--- src/rtl/instruction_fetch_unit_pkg.sv ---
// Shared fetch/decode definitions: reset PC, NOP encoding, opcode map, fetch entry layout.
package instruction_fetch_unit_pkg;

  localparam logic [31:0] IFU_RESET_PC = 32'h0040_0000;
  localparam logic [31:0] NOP_INSTR    = 32'h0000_0013;

  localparam logic [6:0] OP_R       = 7'h33;
  localparam logic [6:0] OP_I_LOGIC = 7'h13;
  localparam logic [6:0] OP_I_LOAD  = 7'h03;
  localparam logic [6:0] OP_I_JUMP  = 7'h67;
  localparam logic [6:0] OP_U       = 7'h37;
  localparam logic [6:0] OP_J       = 7'h6F;
  localparam logic [6:0] OP_S       = 7'h23;
  localparam logic [6:0] OP_B       = 7'h63;

  typedef enum logic [1:0] {
    IDLE  = 2'd0,
    RUN   = 2'd1,
    FLUSH = 2'd2
  } ifu_state_e;

  typedef struct packed {
    logic [31:0] pc;
    logic [31:0] instr;
  } fetch_entry_t;

endpackage

--- src/rtl/instruction_fetch_unit_fetch_fifo.sv ---
// DEPTH-entry FIFO with occupancy count and synchronous flush; flush beats push/pop.
module instruction_fetch_unit_fetch_fifo #(
  parameter int DEPTH = 2,
  parameter int WIDTH = 64
) (
  input  logic                     clk,
  input  logic                     reset,
  input  logic                     flush_i,
  input  logic                     push_i,
  input  logic [WIDTH-1:0]         data_i,
  input  logic                     pop_i,
  output logic [WIDTH-1:0]         head_o,
  output logic [$clog2(DEPTH):0]   count_o
);
  localparam int PW = $clog2(DEPTH);
  localparam logic [PW:0] FULL_CNT = (PW+1)'(DEPTH);

  logic [WIDTH-1:0] mem_q [DEPTH];
  logic [PW-1:0]    wr_q, rd_q;
  logic [PW:0]      cnt_q;
  logic             do_push, do_pop;

  assign do_pop  = pop_i && (cnt_q != '0);
  assign do_push = push_i && ((cnt_q != FULL_CNT) || do_pop);

  always_ff @(posedge clk or posedge reset) begin
    if (reset) begin
      wr_q  <= '0;
      rd_q  <= '0;
      cnt_q <= '0;
    end else if (flush_i) begin
      wr_q  <= '0;
      rd_q  <= '0;
      cnt_q <= '0;
    end else begin
      if (do_push) wr_q <= wr_q + 1'b1;
      if (do_pop)  rd_q <= rd_q + 1'b1;
      cnt_q <= cnt_q + {{PW{1'b0}}, do_push} - {{PW{1'b0}}, do_pop};
    end
  end

  // Storage needs no reset: the head is only consumed while count is non-zero.
  always_ff @(posedge clk) begin
    if (do_push && !flush_i) mem_q[wr_q] <= data_i;
  end

  assign head_o  = mem_q[rd_q];
  assign count_o = cnt_q;

  a_no_overflow: assert property (@(posedge clk) disable iff (reset)
    (push_i && !pop_i && !flush_i) |-> (cnt_q != FULL_CNT));

endmodule

--- src/rtl/instruction_fetch_unit.sv ---
// Instruction fetch unit: owns the PC, issues in-order word fetches over req/gnt/rvalid,
// buffers returned words for decode and discards fetches made stale by a redirect.
module instruction_fetch_unit
  import instruction_fetch_unit_pkg::*;
#(
  parameter logic [31:0] RESET_PC = IFU_RESET_PC,
  parameter int          DEPTH    = 2
) (
  input  logic        clk,
  input  logic        reset,
  input  logic        Redirect_i,
  input  logic [31:0] Redirect_PC_i,
  output logic        Imem_Req_o,
  output logic [31:0] Imem_Addr_o,
  input  logic        Imem_Gnt_i,
  input  logic        Imem_Rvalid_i,
  input  logic [31:0] Imem_Rdata_i,
  output logic        Instr_Valid_o,
  input  logic        Instr_Ready_i,
  output logic [31:0] Instr_o,
  output logic [31:0] Instr_PC_o,
  output logic [6:0]  OP_o
);
  localparam int CW = $clog2(DEPTH) + 1;
  localparam logic [CW:0] LIMIT = (CW+1)'(DEPTH);

  ifu_state_e    state_q, state_d;
  logic [31:0]   fetch_pc_q, fetch_pc_d;
  logic [CW-1:0] drop_q, drop_d;
  logic [CW-1:0] pcq_cnt, buf_cnt, live_after;
  logic [31:0]   pcq_head;
  fetch_entry_t  buf_head, buf_wdata;
  logic          issue, rsp_drop, rsp_live, pop;

  // Live fetches in flight plus buffered words never exceed DEPTH, so the buffer cannot overflow.
  assign Imem_Req_o  = (state_q == RUN) && (({1'b0, pcq_cnt} + {1'b0, buf_cnt}) < LIMIT);
  assign Imem_Addr_o = fetch_pc_q;

  assign issue      = Imem_Req_o & Imem_Gnt_i;
  assign rsp_drop   = Imem_Rvalid_i & (drop_q != '0);
  assign rsp_live   = Imem_Rvalid_i & (drop_q == '0);
  assign pop        = Instr_Valid_o & Instr_Ready_i & ~Redirect_i;
  assign live_after = pcq_cnt + {{(CW-1){1'b0}}, issue} - {{(CW-1){1'b0}}, rsp_live};

  always_comb begin
    state_d    = state_q;
    fetch_pc_d = fetch_pc_q;
    drop_d     = drop_q - {{(CW-1){1'b0}}, rsp_drop};
    if (issue) fetch_pc_d = fetch_pc_q + 32'd4;
    // Everything still in flight after this cycle becomes stale on a redirect.
    if (Redirect_i) begin
      drop_d     = drop_d + live_after;
      fetch_pc_d = Redirect_PC_i & 32'hFFFF_FFFC;
    end
    unique case (state_q)
      IDLE:    state_d = RUN;
      RUN:     if (Redirect_i && (drop_d != '0)) state_d = FLUSH;
      FLUSH:   if (drop_d == '0) state_d = RUN;
      default: state_d = IDLE;
    endcase
  end

  always_ff @(posedge clk or posedge reset) begin
    if (reset) begin
      state_q    <= IDLE;
      fetch_pc_q <= RESET_PC;
      drop_q     <= '0;
    end else begin
      state_q    <= state_d;
      fetch_pc_q <= fetch_pc_d;
      drop_q     <= drop_d;
    end
  end

  instruction_fetch_unit_fetch_fifo #(.DEPTH(DEPTH), .WIDTH(32)) u_pc_q (
    .clk     (clk),
    .reset   (reset),
    .flush_i (Redirect_i),
    .push_i  (issue),
    .data_i  (fetch_pc_q),
    .pop_i   (rsp_live),
    .head_o  (pcq_head),
    .count_o (pcq_cnt)
  );

  assign buf_wdata = '{pc: pcq_head, instr: Imem_Rdata_i};

  instruction_fetch_unit_fetch_fifo #(.DEPTH(DEPTH), .WIDTH($bits(fetch_entry_t))) u_ibuf (
    .clk     (clk),
    .reset   (reset),
    .flush_i (Redirect_i),
    .push_i  (rsp_live & ~Redirect_i),
    .data_i  (buf_wdata),
    .pop_i   (pop),
    .head_o  (buf_head),
    .count_o (buf_cnt)
  );

  assign Instr_Valid_o = (buf_cnt != '0);
  assign Instr_o       = Instr_Valid_o ? buf_head.instr : NOP_INSTR;
  assign Instr_PC_o    = Instr_Valid_o ? buf_head.pc    : RESET_PC;
  assign OP_o          = Instr_o[6:0];

  a_no_orphan_rsp: assert property (@(posedge clk) disable iff (reset)
    Imem_Rvalid_i |-> ((drop_q != '0) || (pcq_cnt != '0)));

endmodule

--- config.mk ---
export PLATFORM = sky130hd
export DESIGN_NAME = instruction_fetch_unit
export DESIGN_NICKNAME = d
export VERILOG_FILES = /design/src/rtl/instruction_fetch_unit_pkg.sv /design/src/rtl/instruction_fetch_unit_fetch_fifo.sv /design/src/rtl/instruction_fetch_unit.sv
export SDC_FILE = /design/constraint.sdc
export NUM_CORES = 1
export LEC_CHECK = 0
export CAP_MARGIN = 25
export CORE_MARGIN = 3
export CORE_UTILIZATION = 40
export DETAILED_ROUTE_END_ITERATION = 10
export DONT_BUFFER_PORTS = 1
export GPL_ROUTABILITY_DRIVEN = 0
export GPL_TIMING_DRIVEN = 1
export PLACE_DENSITY = 0.64
export SYNTH_ARGS = -nofsm -noshare
export SYNTH_HDL_FRONTEND = slang
export SYNTH_HIERARCHICAL = 1
export SYNTH_SLANG_ARGS = --single-unit
--- constraint.sdc ---
create_clock -name clk -period 7.8 [get_ports clk]
set_clock_uncertainty 0.05 [all_clocks]
set_input_delay 0.39 -clock clk [delete_from_list [all_inputs] [get_ports clk]]
set_output_delay 0.39 -clock clk [all_outputs]
set_load 0.01 [all_outputs]
== Word level (Yosys, flattened, before mapping) ==
Memory sizes are Yosys's and may differ from the RTL's.
Cells that the tools add are included.

* Add/sub/neg operators: 14
* Multiply operators: 0
* Divide/modulo/power cells: 0
* Magnitude comparators: 1
* Equal/unequal tests: 6
* Shifts and indexed selects: 0
* Multiplexer cells: 22
* Bitwise operators: 7
* Reduce and logical (&&, ||, !) cells: 24

{| class="wikitable"
|+ Operators with widths
! operator !! number
|-
| $mux 32 || 4
|-
| $add 32x3->32 const B || 1
|-
| $reduce_bool 2->1 || 9
|-
| $mux 1 || 12
|-
| $mux 2 || 5
|-
| $logic_and 1x1->1 || 8
|-
| $sub 2x1->2 || 4
|-
| $add 2x1->2 || 3
|-
| $and 1x1->1 || 6
|-
| $logic_not 2->1 || 3
|-
| $ne 2x2->1 const B || 3
|-
| $pmux 2 s3 || 1
|-
| $add 1x1->1 const B || 4
|-
| $add 2x2->3 || 1
|-
| $lt 3x2->1 const B || 1
|-
| $add 2x2->2 || 1
|-
| $eq 2x1->1 const B || 1
|-
| $eq 2x2->1 const B || 1
|-
| $logic_or 1x1->1 || 2
|-
| $ne 2x1->1 const B || 1
|-
| $reduce_and 2->1 || 1
|-
| $logic_not 1->1 || 1
|-
| $not 1->1 || 1
|}

* Bits in registers: 44
* Bits in latches: 0
* RAM bits: 192
* Memory bits (read-only): 0
* Bits of input ports: 70
* Output and inout bits: 105
* Word-level logic and storage cells: 85
* Memories: 2

{| class="wikitable"
|+ Memory list
! memory !! depth !! width !! rd ports !! clocked after Yosys merged registers in !! wr ports !! RTL line !! source
|-
| u_ibuf.mem_q || 2 || 64 || 1 || 0 || 1 || instruction_fetch_unit_fetch_fifo.sv:18 || <nowiki>logic [WIDTH-1:0] mem_q [DEPTH];</nowiki>
|-
| u_pc_q.mem_q || 2 || 32 || 1 || 0 || 1 || instruction_fetch_unit_fetch_fifo.sv:18 ||
|}

== Depth between registers and ports, before layout ==
Gate-level depths: netlist of the first run.

* Word-level depth: 12
* Depth in mapped cells: 13
* Depth with buffers taken out: 12

== Modules after synthesis ==
The synthesis of the first run kept the hierarchy.

{| class="wikitable"
|+ By module, submodules not included
! module !! instances !! cells an instance !! area each (um^2) !! sequential area each (um^2)
|-
| instruction_fetch_unit_fetch_fifo (u_ibuf) || 1 || 221 || 4,874.7 || 3,943.8
|-
| instruction_fetch_unit || 1 || 326 || 2,652.5 || 852.1
|-
| instruction_fetch_unit_fetch_fifo (u_pc_q) || 1 || 122 || 2,544.9 || 2,021.9
|}

== Worst setup path after synthesis of the first run ==
OpenSTA, ideal clock, no wires.

* Kind: register to register
* Start point: register drop_q[1]
* End point: memory u_ibuf.mem_q[1][0] (enable)
* Library setup time: 0.579 ns
* Arrival time: 5.903 ns
* Required time: 7.171 ns
* Slack: 1.268 ns
* Stages on the path, launching flop included: 5
* Path buffers: 0
* Clock period less this slack: 6.532 ns
* Path through: dfrtp_1 > nor3b_1 > and2_1 > o31ai_4 > nor3b_1

* Word-level cells in the longest chain between the ends: 7

{| class="wikitable"
|+ Ends and longest elaborated chain
! element !! RTL line !! source
|-
| start: declaration || instruction_fetch_unit.sv:29 || <nowiki>logic [CW-1:0] drop_q, drop_d;</nowiki>
|-
| start signal: assignment || instruction_fetch_unit.sv:71 || <nowiki>drop_q <= drop_d;</nowiki>
|-
| $logic_not 2->1 || instruction_fetch_unit.sv:41 || <nowiki>assign rsp_live = Imem_Rvalid_i & (drop_q == '0);</nowiki>
|-
| $and 1x1->1 || instruction_fetch_unit.sv:41 ||
|-
| net rsp_live || instruction_fetch_unit.sv:33 || <nowiki>logic issue, rsp_drop, rsp_live, pop;</nowiki>
|-
| $and 1x1->1 || instruction_fetch_unit.sv:92 || <nowiki>.push_i (rsp_live & ~Redirect_i),</nowiki>
|-
| $logic_and 1x1->1 || instruction_fetch_unit_fetch_fifo.sv:24 || <nowiki>assign do_push = push_i && ((cnt_q != FULL_CNT) || do_pop);</nowiki>
|-
| $logic_and 1x1->1 || instruction_fetch_unit_fetch_fifo.sv:44 || <nowiki>if (do_push && !flush_i) mem_q[wr_q] <= data_i;</nowiki>
|-
| $mux 1 || instruction_fetch_unit_fetch_fifo.sv:44 ||
|-
| $mux 1 (not written as such) || instruction_fetch_unit_fetch_fifo.sv:44 ||
|-
| end: declaration || instruction_fetch_unit_fetch_fifo.sv:18 ||
|}

The timed path passes the listed nets, and every way through them passes these cells.

== Worst setup path after layout of the first run ==
* Start point: register u_pc_q.cnt_q[0] (netlist: u_pc_q/count_o[0])
* End point: register state_q[0]

* Word-level cells in the longest chain between the ends: 12
* Elaborated cells between the ends (all ways): 14
* Those cells by class: add/sub (4); order compare (1); eq/ne (2); mux (1); bitwise (1); reduce/logical (5)

{| class="wikitable"
|+ Ends and longest elaborated chain
! element !! RTL line !! source
|-
| start: declaration || instruction_fetch_unit_fetch_fifo.sv:20 || <nowiki>logic [PW:0] cnt_q;</nowiki>
|-
| start signal: assignment || instruction_fetch_unit_fetch_fifo.sv:38 || <nowiki>cnt_q <= cnt_q + {{PW{1'b0}}, do_push} - {{PW{1'b0}}, do_pop};</nowiki>
|-
| $add 2x2->3 (*) || instruction_fetch_unit.sv:36 || <nowiki>assign Imem_Req_o = (state_q == RUN) && (({1'b0, pcq_cnt} + {1'b0, buf_cnt}) < LIMIT);</nowiki>
|-
| $lt 3x2->1 (*) || instruction_fetch_unit.sv:36 ||
|-
| $logic_and 1x1->1 (*) || instruction_fetch_unit.sv:36 ||
|-
| net Imem_Req_o || instruction_fetch_unit.sv:13 || <nowiki>output logic Imem_Req_o,</nowiki>
|-
| $and 1x1->1 (*) || instruction_fetch_unit.sv:39 || <nowiki>assign issue = Imem_Req_o & Imem_Gnt_i;</nowiki>
|-
| $add 2x1->2 (*) || instruction_fetch_unit.sv:43 || <nowiki>assign live_after = pcq_cnt + {{(CW-1){1'b0}}, issue} - {{(CW-1){1'b0}}, rsp_live};</nowiki>
|-
| $sub 2x1->2 (*) || instruction_fetch_unit.sv:43 ||
|-
| $add 2x2->2 (*) || instruction_fetch_unit.sv:52 || <nowiki>drop_d = drop_d + live_after;</nowiki>
|-
| $mux 2 (*) || instruction_fetch_unit.sv:51 || <nowiki>if (Redirect_i) begin</nowiki>
|-
| $reduce_bool 2->1 || instruction_fetch_unit.sv:57 || <nowiki>RUN: if (Redirect_i && (drop_d != '0)) state_d = FLUSH;</nowiki>
|-
| $logic_and 1x1->1 || instruction_fetch_unit.sv:57 ||
|-
| $ne 2x1->1 (no line) || - ||
|-
| $reduce_and 2->1 (no line) (*) || - ||
|-
| end signal: assignment || instruction_fetch_unit.sv:69 || <nowiki>state_q <= state_d;</nowiki>
|-
| end: declaration || instruction_fetch_unit.sv:27 || <nowiki>ifu_state_e state_q, state_d;</nowiki>
|}

The timed path passes the listed nets; every way through them passes the cells marked *.
A chain may end at the register's enable or synchronous reset.

==> results of run 1 <==
synth_stat cells, drive strengths merged, types with 3 or more instances:
master	n
a31oi	14
nor2b	4
nor3b	3
and2	63
or4	12
or3	5
o31ai	11
and3	10
o21a	3
clkbuf	19
nor2	22
dfrtp	41
o21ai	16
nand2	27
and4	5
nor3	6
nand3	13
nand4	9
inv	13
xor2	6
mux2	98
xnor2	13
nand2b	5
buf	23
ha	7
edfxtp	192
o211ai	4
layout make-up:
| type | instances | area share, % |
|---|---|---|
| tap | 324 | 3.39 |
| clock buffer | 33 | 5.82 |
| inverter | 14 | 0.440 |
| sequential | 234 | 57.1 |
| multi-input combinational | 384 | 25.1 |
| clock inverter | 13 | 1.93 |
| timing repair buffer | 72 | 6.21 |
registers in the layout, indices dropped and copies added (netlist names):
signal	cells
u_ibuf/mem_q	128
u_pc_q/mem_q	64
Imem_Addr_o	30
drop_q	2
state_q	2
u_ibuf/count_o	2
u_pc_q/count_o	2
u_ibuf/rd_q	1
u_ibuf/wr_q	1
u_pc_q/rd_q	1
u_pc_q/wr_q	1
how the worst max path moves through the flow:
stage                                  from             endpoint  slack, ns  cells after the start
after global routing      u_pc_q/count_o[0]           state_q[0]       3.50                     11
after CTS                 u_pc_q/count_o[0]  u_pc_q/mem_q[1][25]       3.55                      9
after global placement    u_pc_q/count_o[0]   u_pc_q/mem_q[1][6]       3.70                      9
final                     u_pc_q/count_o[0]           state_q[0]       3.65                     11
after floorplan                   drop_q[1]   u_ibuf/mem_q[1][0]       1.27                      4
after detailed placement  u_pc_q/count_o[0]   u_pc_q/mem_q[1][5]       3.57                      9
cells by family after synthesis:
| logic type | synth area share [%] |
|---|---|
| flip-flops | 67.7 |
| AND/OR/NAND/NOR | 11.1 |
| multiplexers | 11.2 |
| buffers and inverters | 2.91 |
| AO/OA/AOI/OAI | 3.86 |
| XOR/XNOR | 1.88 |
| adder cells (fa/ha/maj) | 1.27 |
| other | 0.0372 |
per-layer routing:
layer / routed length, um / GRT usage [%]
met5: 13 / 0
met4: 416 / 4.42
met3: 1900 / 4.64
met2: 10500 / 26.5
met1: 8630 / 18.9
report_power, final:
group / internal, mW / switching, mW
registers: 1.48 / 0.0977
clock network: 0.829 / 0.465
logic: 0.197 / 0.251
total: 2.50 / 0.813
repair_timing:
action                                 in CTS  in global routing
setup buffers                               0                  0
endpoints found under the hold margin     140                  0
hold buffers                               61                  0
==> impl_results.md, run 1 <==
- FF-to-FF End: state_q[0]
- CTS tree: yes
- Slowest CP cell: or4b_1
- Post-synth top area share: 57.2%
- Overall routing resource usage: 15.4%
- Sequential Area: 6820 um^2
- Core Footprint: 24,500 um^2
- DRC Markers: 0
- Post-route insts no fill: 1,074
- Crit path buf inv count: 1
- PnR worst setup slack: 3.65 ns
- Post-CTS Resized: 0
- Ys async rst share: 17.9%
- I/O pin count: 175
- Setup TNS Final: 0 ns
- Critical-path maximum fanout: 9
- Worst r2r path cells: 11
- Max frequency: 241 MHz
- Initial core utilization: 41.1%
- Max cap viols: 0
- Overflow after GRT: 0
- # port buffers: 0
- Rows: 57
- Initial antenna violation count: 1
- Startpoint types: flop
- Period minus WS final: 4.15 ns
- Hold slack: 0.0406 ns
- Critical Path RT: 8.13 ns
- Area growth, synth to finish: 18.6%
- Power per Cell Area: 277 nW/um^2
- Setup crit end kind: flop
- Delay-heaviest family, CP: simple AND/OR/NAND/NOR gates
- YS warnings: 6
- Ys flop type: edfxtp_1
- Area taken by multi-input logic gates: 3000 um^2
- CP Class: reg2reg
- Area leader, netlist: edfxtp_1
- Filler cells: 2,087
- Clock Sinks: 234
- Pre-antenna DRT Iters: 5
- Die Ht: 165 um
- Vias per inst: 5.27
- Hold Path Class: in2reg
- Vias in the first global route: 5,821
- H-tree Lvls: 1
- Antenna Nets Post-Route: 0
- Root buffer cell: clkbuf_16
- Die area: 27,100 um^2
- Crit path cell chain: and2_1, fa_1, or4b_1, inv_2, nand2_1, ha_1, fa_1, xnor3_1, nand2_1, and4_1, or4_1
- Post-synth EDFFs: 192
- TritonCTS Buffers: 25
- Final WL: 21,400 um
- Leakage power: 4.15 nW
- Drt first-iter violations: 370
- R2R Path Start: u_pc_q/count_o[0]
- Critical path arrival: 4.49 ns
- Fin crit share: 53.3%
- Post-Place Cells: 962
- Commonest non-fill, non-tap cell in the layout: edfxtp_1
- Setup violations, final: 0
- Slew Viols, Final: 0
- Max Buffers Root-to-Sink: 3
- Post-synthesis sequential area ratio: 67.7%
- Post-DP HPWL: 13,600 um
- Global-route wire length before repair: 32,500 um
- Most frequent cells in the layout: edfxtp_1, and2_1, dlygate4sd3_1
- Actual slew at the worst max-slew pin: 0.984 ns
- DP Worst Slack: 3.57 ns
- Fin area: 11,900 um^2
- Via Count: 5,655
- Area after DPL: 10,300 um^2
- Layout cells sized above 1: 14.8%
- Yosys cell types: 54
- Final core area utilization: 48.7%
- Status: finished, final reports clean
- Ant. Diodes: 0
- Min-Delay Path Depth: 1
- Top post-synthesis cells by area: edfxtp_1, dfrtp_1, mux2_1
- Mapped Cells: 669
- Routed len/inst: 19.9 um
- Hold Violations, Final: 0
- Nets: 810
- RSZ-0062 raised after global routing: false
- Die Span X: 165 um
- Hold Path Sink: u_pc_q/mem_q[1][18]
- CTS clk-pin slew, worst paths: 0.06 ns
- Critical Path Max Stage Delay: 0.70 ns
- Hold_sp: Redirect_i
- Largest net degree at the start of global routing: 67
- Clock latency on the worst-skew pair: 0.52 ns
- Slew margin rel.: 33.9%
- FF+latch count, synth: 234
- Synthesized area per cell: 15.1 um^2
- Power Total: 3.31 mW
- VDD IR max: 0.205 mV
- Synthesized cell area: 10,100 um^2
- Worst reg2reg setup slack: 3.65 ns
Power figures use the tool's default switching activity.
==> run 2, diff against run 1 <==
- clock period: 7.8 -> 4.1 ns (I/O delays scaled with it)
==> impl_results.md, run 2 (synthesized netlist as in run 1, its figures left out) <==
- VDD IR max: 0.268 mV (was 0.205 mV)
- H-tree Lvls: 1 (unchanged)
- Critical Path RT: 4.41 ns (was 8.13 ns)
- Nets: 812 (was 810)
- Die area: 27,100 um^2 (unchanged)
- Hold Violations, Final: 0 (unchanged)
- Vias per inst: 5.34 (was 5.27)
- Vias in the first global route: 5,867 (was 5,821)
- Setup crit end kind: flop (unchanged)
- Antenna Nets Post-Route: 0 (unchanged)
- Status: finished, final reports clean (unchanged)
- Slew Viols, Final: 0 (unchanged)
- Post-CTS Resized: 0 (unchanged)
- Leakage power: 4.12 nW (was 4.15 nW)
- TritonCTS Buffers: 25 (unchanged)
- Initial antenna violation count: 0 (was 1)
- Ant. Diodes: 0 (unchanged)
- Filler cells: 2,091 (was 2,087)
- Overall routing resource usage: 15.0% (was 15.4%)
- Clock latency on the worst-skew pair: 0.51 ns (was 0.52 ns)
- Setup TNS Final: 0 ns (unchanged)
- CP Class: reg2reg (unchanged)
- Rows: 57 (unchanged)
- DRC Markers: 0 (unchanged)
- Critical Path Max Stage Delay: 0.57 ns (was 0.70 ns)
- Overflow after GRT: 0 (unchanged)
- Critical path arrival: 4.26 ns (was 4.49 ns)
- Die Ht: 165 um (unchanged)
- Period minus WS final: 3.94 ns (was 4.15 ns)
- Max reg flops: 128 (unchanged)
- Largest reg by FF count: u_ibuf/mem_q (unchanged)
- Most frequent cells in the layout: edfxtp_1, dlygate4sd3_1, and2_1 (was edfxtp_1, and2_1, dlygate4sd3_1)
- # port buffers: 0 (unchanged)
- Actual slew at the worst max-slew pin: 0.958 ns (was 0.984 ns)
- CTS tree: yes (unchanged)
- Power Total: 6.14 mW (was 3.31 mW)
- Slew margin rel.: 36.2% (was 33.9%)
- Slowest CP cell: or4b_1 (unchanged)
- Area growth, synth to finish: 18.2% (was 18.6%)
- Hold Path Class: in2reg (unchanged)
- Max cap viols: 0 (unchanged)
- Largest net degree at the start of global routing: 66 (was 67)
- Post-DP HPWL: 13,500 um (was 13,600 um)
- Startpoint types: flop (unchanged)
- CTS clk-pin slew, worst paths: 0.06 ns (about the same)
- Crit path cell chain: and2_1, fa_1, or4b_1, inv_2, nand2_1, ha_1, fa_1, xnor3_1, nand2_1, and4_1, or4_1 (unchanged)
- Power per Cell Area: 516 nW/um^2 (was 277 nW/um^2)
- Final WL: 21,000 um (was 21,400 um)
- Fin crit share: 96.1% (was 53.3%)
- Max Buffers Root-to-Sink: 3 (unchanged)
- Drt first-iter violations: 435 (was 370)
- Global-route wire length before repair: 31,900 um (was 32,500 um)
- Pre-antenna DRT Iters: 5 (unchanged)
- Clock Sinks: 234 (unchanged)
- Via Count: 5,743 (was 5,655)
- RSZ-0062 raised after global routing: false (unchanged)
- Max frequency: 254 MHz (was 241 MHz)
- CTS hold repair buffers: 66 (was 61)
- Routed len/inst: 19.5 um (was 19.9 um)
- Post-Place Cells: 964 (was 962)
- Post-route insts no fill: 1,075 (was 1,074)
- Commonest non-fill, non-tap cell in the layout: edfxtp_1 (unchanged)
- Post-CTS Setup Inserts: 0 (unchanged)
- Setup violations, final: 0 (unchanged)
- Critical-path maximum fanout: 7 (was 9)
- I/O pin count: 175 (unchanged)
- Core Footprint: 24,500 um^2 (unchanged)
- Root buffer cell: clkbuf_16 (unchanged)
- Die Span X: 165 um (unchanged)
- Layout cells sized above 1: 14.1% (was 14.8%)
- Initial core utilization: 41.1% (unchanged)
-- run 2: cell types whose count changed in the layout (fill, tap and decap cells not counted), moves of 2 or more --
cell,before,now
clkinv_1,2,4
nor3b_2,2,0
clkinv_2,2,4
dlygate4sd3_1,61,65
nor3b_4,0,2
buf_12,0,2
clkinvlp_4,1,3
clkbuf_8,4,0
buf_6,3,0
nor3_4,0,2
nor3_2,2,0
-- run 2: worst max-delay path, delay by kind of cell (launching register included) --
family,cells,cell delay [ns]
simple gates,6,1.76
fa+ha+maj,3,1.16
flops,1,0.46
buf+inv,1,0.17
xor+xnor,1,0.21
-- run 2: worst paths after layout --
kind | start | depth (start not counted) | endpoint | slack [ns]
max | u_pc_q/count_o[0] | 11 | state_q[0] | 0.16
min | Redirect_i | 3 | Imem_Addr_o[31] | 0.04
max reg2reg | u_pc_q/count_o[0] | 11 | state_q[0] | 0.16
min reg2reg | u_pc_q/mem_q[1][29] | 1 | u_ibuf/mem_q[0][61] | 0.51
max in group asynchronous | reset | 3 | Imem_Addr_o[22] | 3.36
min in group asynchronous | reset | 2 | u_pc_q/count_o[0] | 0.07
-- run 2: report_power, final --
group	leakage, nW	switching, mW	internal, mW
Clock	0.408	0.854	1.43
Combinational	1.47	0.479	0.380
Sequential	2.24	0.187	2.81
-- run 2: metrics by stage --
| step | util, % | setup slack, ns | hold slack [ns] | cell area (um^2) |
|---|---|---|---|---|
| global route | 48.5 | 0.0546 | 0.0406 | 11900 |
| CTS | 48.5 | 0.178 | 0.0175 | 11900 |
| floorplan | - | 0.196 | -0.0789 | 10100 |
| global placement | 42.3 | 0.316 | -0.0633 | 10400 |
| finish | 48.5 | 0.159 | 0.0425 | 11900 |
| detailed placement | 42.3 | 0.198 | -0.0524 | 10400 |
-- run 2: metal layers --
layer	vias up	GRT usage [%]	part of all wire, %	routed length [um]
met1	2819	18.9	41	8640
li1	2632	-	-	-
met2	243	25.6	49	10200
met4	0	4.73	2.0	418
met3	49	3.81	8.3	1750
met5	-	0	0	0
-- run 2: area by class of cell --
cell class / instances / area, um^2 / share of cell area (%)
inverter: 14 / 52.6 / 0.441
multi-input combinational: 384 / 3030 / 25.4
clock buffer: 29 / 641 / 5.38
clock inverter: 16 / 213 / 1.79
timing repair buffer: 74 / 743 / 6.24
sequential: 234 / 6820 / 57.3
tap: 324 / 405 / 3.41
==> run 3, diff against run 2 <==
- GPL_TIMING_DRIVEN: 1 -> 0
==> impl_results.md, run 3 (synthesized netlist as in run 1, its figures left out) <==
- Final core area utilization: 49.9% (was 48.5%)
- Slew margin rel.: 30.1% (was 36.2%)
- Setup crit end kind: flop (unchanged)
- Area growth, synth to finish: 21.7% (was 18.2%)
- Critical path arrival: 4.25 ns (was 4.26 ns)
- Largest net degree at the start of global routing: 25 (was 66)
- Period minus WS final: 3.91 ns (was 3.94 ns)
- RSZ-0062 raised after global routing: false (unchanged)
- Die Span X: 165 um (unchanged)
- Ant. Diodes: 0 (unchanged)
- Status: finished, final reports clean (unchanged)
- Antenna Nets Post-Route: 0 (unchanged)
- Routed len/inst: 20.3 um (was 19.5 um)
- Leakage power: 4.30 nW (was 4.12 nW)
- Setup violations, final: 0 (unchanged)
- GR Util met2: 28.0% (was 25.6%)
- Max frequency: 256 MHz (was 254 MHz)
- Met1 usage: 19.9% (was 18.9%)
- Clock latency on the worst-skew pair: 0.52 ns (was 0.51 ns)
- Die Ht: 165 um (unchanged)
- Power per Cell Area: 507 nW/um^2 (was 516 nW/um^2)
- # port buffers: 0 (unchanged)
- H-tree Lvls: 1 (unchanged)
- Max Buffers Root-to-Sink: 3 (unchanged)
- Overall routing resource usage: 16.5% (was 15.0%)
- Layout cells sized above 1: 16.0% (was 14.1%)
- Clock Sinks: 234 (unchanged)
- Via Count: 5,859 (was 5,743)
- Overflow after GRT: 0 (unchanged)
- Hold Violations, Final: 0 (unchanged)
- Commonest non-fill, non-tap cell in the layout: edfxtp_1 (unchanged)
- CTS clk-pin slew, worst paths: 0.06 ns (about the same)
- Root buffer cell: clkbuf_16 (unchanged)
- Core Footprint: 24,500 um^2 (unchanged)
- Actual slew at the worst max-slew pin: 1.05 ns (was 0.958 ns)
- Final WL: 22,700 um (was 21,000 um)
- Critical Path RT: 4.44 ns (was 4.41 ns)
- CTS tree: yes (unchanged)
- R2R Path Start: u_pc_q/count_o[0] (unchanged)
- Largest reg by FF count: u_ibuf/mem_q (unchanged)
- Pre-antenna DRT Iters: 5 (unchanged)
- Rows: 57 (unchanged)
- Hold Path Class: in2async (was in2reg)
- Most Crowded Layer GR: met2 (unchanged)
- Vias per inst: 5.24 (was 5.34)
- Met3 Resource Use GR: 5.47% (was 3.81%)
- Most frequent cells in the layout: edfxtp_1, dlygate4sd3_1, and2_1 (unchanged)
- VDD IR max: 0.340 mV (was 0.268 mV)
- Crit path from: u_pc_q/count_o[0] (unchanged)
- Slew Viols, Final: 0 (unchanged)
- I/O pin count: 175 (unchanged)
- Nets: 855 (was 812)
- Initial antenna violation count: 1 (was 0)
- CP Class: reg2reg (unchanged)
- Filler cells: 2,096 (was 2,091)
- Fin crit share: 95.3% (was 96.1%)
- Vias in the first global route: 6,092 (was 5,867)
- Max reg flops: 128 (unchanged)
- Critical-path maximum fanout: 9 (was 7)
- Drt first-iter violations: 350 (was 435)
- Initial core utilization: 41.1% (unchanged)
- Die area: 27,100 um^2 (unchanged)
- TritonCTS Buffers: 25 (unchanged)
- DRC Markers: 0 (unchanged)
- Global-route wire length before repair: 34,400 um (was 31,900 um)
- Post-DP HPWL: 15,800 um (was 13,500 um)
- DP Worst Slack: 0.0617 ns (was 0.198 ns)
- Max cap viols: 0 (unchanged)
- Startpoint types: flop (unchanged)
- PnR worst setup slack: 0.192 ns (was 0.159 ns)
==> run 3: worst max-delay path, stage by stage, from the launching register on <==
cell	delay [ns]
dfrtp_2	0.45
and2_1	0.18
fa_1	0.44
or4b_1	0.52
buf_2	0.20
inv_4	0.13
nand2_2	0.11
ha_1	0.32
fa_1	0.38
xnor3_1	0.21
nand2_1	0.10
and4_1	0.24
or4_1	0.46
==> run 3: final timing paths <==
check | slack, ns | depth (start not counted) | endpoint
worst max register to register | 0.19 | 12 | state_q[0]
min in group clk | 0.04 | 4 | Imem_Addr_o[7]
worst min register to register | 0.51 | 1 | u_ibuf/mem_q[1][62]
worst min-delay path | 0.03 | 2 | u_ibuf/count_o[1]
worst max-delay path | 0.19 | 12 | state_q[0]
max in group asynchronous | 3.22 | 3 | Imem_Addr_o[22]
==> run 3: report_power, final <==
part / internal (mW) / leakage (nW) / switching [mW]
Clock: 1.43 / 0.407 / 0.872
Combinational: 0.409 / 1.65 / 0.523
Sequential: 2.81 / 2.24 / 0.166
Total: 4.65 / 4.30 / 1.56
==> run 3: through the flow <==
| step | instance area (um^2) | cells | setup TNS (ns) | power [mW] | hold WS, ns |
|---|---|---|---|---|---|
| floorplan | 10100 | 674 | 0 | 3.60 | -0.0789 |
| global placement | 10500 | 998 | -157.19 | 3.81 | -0.0706 |
| detailed placement | 10700 | 1007 | 0 | 3.89 | -0.0639 |
| CTS | 12200 | 1117 | 0 | 6.27 | 0.00564 |
| global route | 12300 | 1118 | 0 | 6.48 | 0.0347 |
| finish | 12300 | 1118 | 0 | 6.21 | 0.0264 |
==> run 3: repair_timing <==
action,in CTS,in global routing
endpoints found under the hold margin,194,1
resized for setup,0,3
endpoints found under the setup margin,0,1
hold buffers,65,1
buffers inserted,0,0
==> run 3: area by class of cell <==
class,count,area (um^2),share of cell area (%)
inverter,14,55.1,0.449
sequential,234,6820,55.6
clock buffer,30,644,5.26
buffer,42,240,1.96
timing repair buffer,75,858,7.00
clock inverter,15,204,1.66
tap,324,405,3.31
multi-input combinational,384,3030,24.7
==> run 3: routing by layer <==
layer,up-vias,share of wire (%)
li1,2716,-
met2,246,48
met3,42,10
met5,-,0.057
met1,2853,40
met4,2,2.3
